$ cat config.mk
export PLATFORM = sky130hd
export DESIGN_NAME = obi_apb_bridge
export DESIGN_NICKNAME = d
export VERILOG_FILES = /design/src/rtl/obi_apb_bridge.sv
export SDC_FILE = /design/constraint.sdc
export NUM_CORES = 1
export LEC_CHECK = 0
export CAP_MARGIN = 0
export CORE_UTILIZATION = 23
export DETAILED_ROUTE_END_ITERATION = 7
export GPL_TIMING_DRIVEN = 0
export SYNTH_ARGS = -nofsm -noshare
export SYNTH_HDL_FRONTEND = slang
export SYNTH_SLANG_ARGS = --single-unit
$ cat constraint.sdc
create_clock -name clk_i -period 2.5 [get_ports clk_i]
set_input_delay 0.5 -clock clk_i [delete_from_list [all_inputs] [get_ports clk_i]]
set_output_delay 0.5 -clock clk_i [all_outputs]
set_load 0.01 [all_outputs]
$ cat src/rtl/obi_apb_bridge.sv
// OBI-to-APB bridge: one outstanding OBI request is turned into an APB
// SETUP/ACCESS transfer, with an optional wait-state timeout on ACCESS.
`timescale 1ns/1ps

module obi_apb_bridge #(
    parameter int AddrWidth     = 32,
    parameter int DataWidth     = 32,
    parameter int TimeoutCycles = 255
) (
    input  logic                   clk_i,
    input  logic                   rst_i,
    input  logic                   req_i,
    output logic                   gnt_o,
    input  logic [AddrWidth-1:0]   addr_i,
    input  logic                   we_i,
    input  logic [DataWidth/8-1:0] be_i,
    input  logic [DataWidth-1:0]   wdata_i,
    output logic                   rvalid_o,
    output logic [DataWidth-1:0]   rdata_o,
    output logic                   err_o,
    output logic                   timeout_o,
    output logic [AddrWidth-1:0]   paddr_o,
    output logic                   psel_o,
    output logic                   penable_o,
    output logic                   pwrite_o,
    output logic [DataWidth-1:0]   pwdata_o,
    output logic [DataWidth/8-1:0] pstrb_o,
    input  logic [DataWidth-1:0]   prdata_i,
    input  logic                   pready_i,
    input  logic                   pslverr_i
);

    localparam int StrbWidth = DataWidth / 8;
    localparam int CntWidth  = (TimeoutCycles > 0) ? $clog2(TimeoutCycles + 1) : 1;
    localparam logic [CntWidth-1:0]  CntMax    = CntWidth'(TimeoutCycles);
    localparam logic [AddrWidth-1:0] AlignMask = ~AddrWidth'(3);

    typedef enum logic [1:0] {
        IDLE,
        SETUP,
        ACCESS,
        RESP
    } state_e;

    state_e                 state_q;
    logic [CntWidth-1:0]    cnt_q;
    logic [CntWidth-1:0]    cnt_d;
    logic                   tmo_hit;

    logic [AddrWidth-1:0]   paddr_q;
    logic                   psel_q;
    logic                   penable_q;
    logic                   pwrite_q;
    logic [DataWidth-1:0]   pwdata_q;
    logic [StrbWidth-1:0]   pstrb_q;
    logic                   rvalid_q;
    logic [DataWidth-1:0]   rdata_q;
    logic                   err_q;
    logic                   timeout_q;

    // Count is the number of wait cycles seen including the current one.
    assign cnt_d   = (cnt_q == CntMax) ? cnt_q : cnt_q + CntWidth'(1);
    assign tmo_hit = (TimeoutCycles != 0) && (cnt_d == CntMax);

    assign gnt_o = (state_q == IDLE) && !rst_i;

    always_ff @(posedge clk_i) begin
        if (rst_i) begin
            state_q   <= IDLE;
            cnt_q     <= '0;
            paddr_q   <= '0;
            psel_q    <= 1'b0;
            penable_q <= 1'b0;
            pwrite_q  <= 1'b0;
            pwdata_q  <= '0;
            pstrb_q   <= '0;
            rvalid_q  <= 1'b0;
            rdata_q   <= '0;
            err_q     <= 1'b0;
            timeout_q <= 1'b0;
        end else begin
            rvalid_q  <= 1'b0;
            timeout_q <= 1'b0;
            unique case (state_q)
                IDLE: begin
                    if (req_i) begin
                        paddr_q   <= addr_i & AlignMask;
                        pwrite_q  <= we_i;
                        pwdata_q  <= wdata_i;
                        pstrb_q   <= we_i ? be_i : '0;
                        psel_q    <= 1'b1;
                        penable_q <= 1'b0;
                        state_q   <= SETUP;
                    end
                end
                SETUP: begin
                    penable_q <= 1'b1;
                    cnt_q     <= '0;
                    state_q   <= ACCESS;
                end
                ACCESS: begin
                    if (pready_i) begin
                        rdata_q   <= pwrite_q ? '0 : prdata_i;
                        err_q     <= pslverr_i;
                        rvalid_q  <= 1'b1;
                        psel_q    <= 1'b0;
                        penable_q <= 1'b0;
                        state_q   <= RESP;
                    end else if (tmo_hit) begin
                        rdata_q   <= '0;
                        err_q     <= 1'b1;
                        rvalid_q  <= 1'b1;
                        timeout_q <= 1'b1;
                        psel_q    <= 1'b0;
                        penable_q <= 1'b0;
                        state_q   <= RESP;
                    end else begin
                        cnt_q <= cnt_d;
                    end
                end
                RESP: begin
                    state_q <= IDLE;
                end
            endcase
        end
    end

    assign paddr_o   = paddr_q;
    assign psel_o    = psel_q;
    assign penable_o = penable_q;
    assign pwrite_o  = pwrite_q;
    assign pwdata_o  = pwdata_q;
    assign pstrb_o   = pstrb_q;
    assign rvalid_o  = rvalid_q;
    assign rdata_o   = rdata_q;
    assign err_o     = err_q;
    assign timeout_o = timeout_q;

endmodule

==> impl_results.md <==
- Area grow syn2layout: 69.4%
- Synth Register Bits: 114
- Routed vias/inst: 4.37
- First-pass detailed-route iteration total: 8
- Synth cell count leaders: nand2_1, dfxtp_1, a21oi_1
- Critical path cell sequence: ha_1 > buf_6 > and3_4 > buf_6 > and3_4 > a221oi_4 > a41o_4 > nor2_8 > buf_6 > a22o_1
- Crit Path Max Fanout: 10
- Port Buffers: 207
- Family with the most delay on the worst path: compound AO/OA/AOI/OAI gates
- Die Footprint: 19400 µm²
- Crit Path Category: flop to flop
- Fin area: 7330 µm²
- Total negative slack: 0 ps
- Fin crit share: 94.5%
- EDFF count, synth: 0
- Detailed Route WL: 13400 µm
- Die Y: 139 µm
- Layout cells sized above 1: 8.50%
- Ports: 213
- Cts bufs inserted: 17
- GR Overflow Total: 0
- DRT iter0 DRCs: 142
- Via count: 4185
- Critical Path Start Type: flop
- CTS root buf: clkbuf_16
- Critical path arrival: 2650 ps
- Skew final: 9.76 ps
- Number of fill cells: 1807
- Top cell type's share of synthesized area: 52.8%
- CTS Buffer Depth: 2
- Number of remaining DRC errors: 14
- Largest net degree at the start of global routing: 17
- Worst Path Buf+Inv: 3
- Synthesized area per cell: 8.85 µm²
- CTS tree: yes
- Clk sinks: 114
- Total of warnings raised by yosys: 0
- RSZ-0062 raised after global routing: false
- Critical path's largest stage delay: 360 ps
- Crit-path most repeated cell: buf_6
- Initial core utilization: 23.8%
- Synth Flop Type: dfxtp_1
- First-pass GRT wire length: 21500 µm
- Seq/Total Area, Yosys: 52.8%
- Worst Max-Slew Pin Slew: 681 ps
- Mapped Cells: 489
- Pre-CTS WS: -177 ps
- HPWL Detailed: 9730 µm
- Peak Freq: 0.423 GHz
- CP Capture Type: flop
- MaxCap Viol Count: 0
- Slowest cell on the critical path: dfxtp_2
- Netlist cell types: 43
- Total track usage: 14.2%
- Final min period: 2360 ps
- Row cnt: 49
- Clk Latency, worst-skew pair: 410 ps
- Rel. slew slack: 54.6%
- Post-Syn Area: 4330 µm²
- Initial antenna violation count: 0
- Failing checks: design-rule violations
- CTS clk-pin slew, worst paths: 50 ps
- Final GP Congestion: 0.822
- Top-count cell post-synth: nand2_1
- Post-CTS Hold Buffers: 0
- Post-route ant nets: 0
- Htree depth: 4
- WL/cell: 13.9 µm
- Worst vdd ir: 0.481 mV
- Die width: 139 µm
- Number of global-route vias before repair: 4062
- Setup violations, final: 0
- Status: finished with violations
- Final hold vios: 0
- # nets final: 826
- CORE AREA: 18200 µm²
- Worst path required time: 2790 ps
- Max-slew violations: 0
- Power per cell area: 888 nW/µm²
- Largest area contributor in the netlist: dfxtp_1
- Final std cells w/o fill: 958
- Hold Crit Class: flop to flop
- # diodes: 0
- PnR worst setup slack: 138 ps
- Hold WS: 452 ps
- Top post-synthesis cells by area: dfxtp_1, nand2_1, a21oi_1
- Async SR Flop Fraction: 0%
- P_leak: 2.70 nW
- Placed instance count: 926
- Post-DP Area: 6690 µm²
==> what timing repair did <==
| item | CTS | global route |
|---|---|---|
| buffers inserted | 0 | 0 |
| resized for setup | 0 | 6 |
| endpoints found under the setup margin | 0 | 51 |
==> power breakdown <==
group          total [mW]  switching (mW)  internal [mW]
registers            2.26           0.150           2.11
clock network        2.57           0.850           1.72
logic                1.67           0.804          0.867
==> flip-flops by register name (all words and copies together) (netlist names) <==
signal,flops
cnt_q,8
err_o,1
paddr_o,30
penable_o,1
psel_o,1
pstrb_o,4
pwdata_o,32
pwrite_o,1
rdata_o,32
rvalid_o,1
state_q,2
timeout_o,1
==> cells by family (layout without fill, tap and decap cells) <==
kind of cell               count (synthesis)  after routing  share of synthesized area (%)
AOI/OAI and AO/OA                        127            127                           19.8
adders and majority gates                  4              4                           1.16
buffers and inverters                     49            288                           5.76
DFF                                      114            114                           52.8
muxes                                      4              4                          0.926
other                                      1              2                         0.0867
and+or+nand+nor                          190            190                           19.5
==> per-layer routing <==
layer / share of wire, % / global-route usage [%] / vias up / routed length (µm)
li1: - / - / 2119 / -
met2: 46 / 23.0 / 166 / 6140
met3: 10 / 6.63 / 13 / 1380
met5: 0 / 0 / - / 0
met4: 1.3 / 4.91 / 0 / 168
met1: 42 / 16.3 / 1887 / 5660
==> path summary, 6_finish.rpt <==
path	start	endpoint	slack (ps)	depth (start not counted)
worst max-delay path	cnt_q[1]	rdata_o[13]	140	10
worst min-delay path	paddr_o[3]	paddr_o[3]	450	2
worst max register to register	cnt_q[1]	rdata_o[13]	140	10
worst min register to register	paddr_o[3]	paddr_o[3]	450	2
==> layout by cell type, fill, tap and decap left out, types with 4 or more instances in the layout <==
cell,instances
dfxtp_1,113
nor2_1,10
o21ai_0,5
a22o_1,32
inv_1,9
buf_6,5
clkdlybuf4s50_1,207
nand4_1,5
mux2i_1,4
clkbuf_8,6
clkbuf_16,17
nand2b_1,5
nand3_2,4
buf_4,7
a21oi_1,72
nand2_1,143
nand3_1,6
a31oi_1,4
nor2b_1,4
clkbuf_1,24
==> final cells by class <==
class	count	area (µm²)	area share, %
inverter	9	33.8	0.461
sequential	114	2280	31.2
clock buffer	24	512	6.98
buffer	40	218	2.97
multi-input combinational	327	1800	24.6
clock inverter	8	123	1.67
tap	229	287	3.91
timing repair buffer	207	2070	28.3
==> worst register-to-register path: cells and delay by family, from the launching register on <==
kind / cells / cell delay [ps]
AO/OA/AOI/OAI: 3 / 870
AND/OR/NAND/NOR: 3 / 420
buffers and inverters: 3 / 400
flip-flops: 1 / 360
adder cells (fa/ha/maj): 1 / 200
==> per-stage QoR <==
step           total power [mW]  util, %
6_report                   6.51     40.2
5_1_grt                    6.86     40.2
4_1_cts                    6.61     40.2
3_5_place_dp               3.98     36.7
3_3_place_gp               3.98     36.7
2_1_floorplan              3.04        -
(Power assumes the default switching activity.)
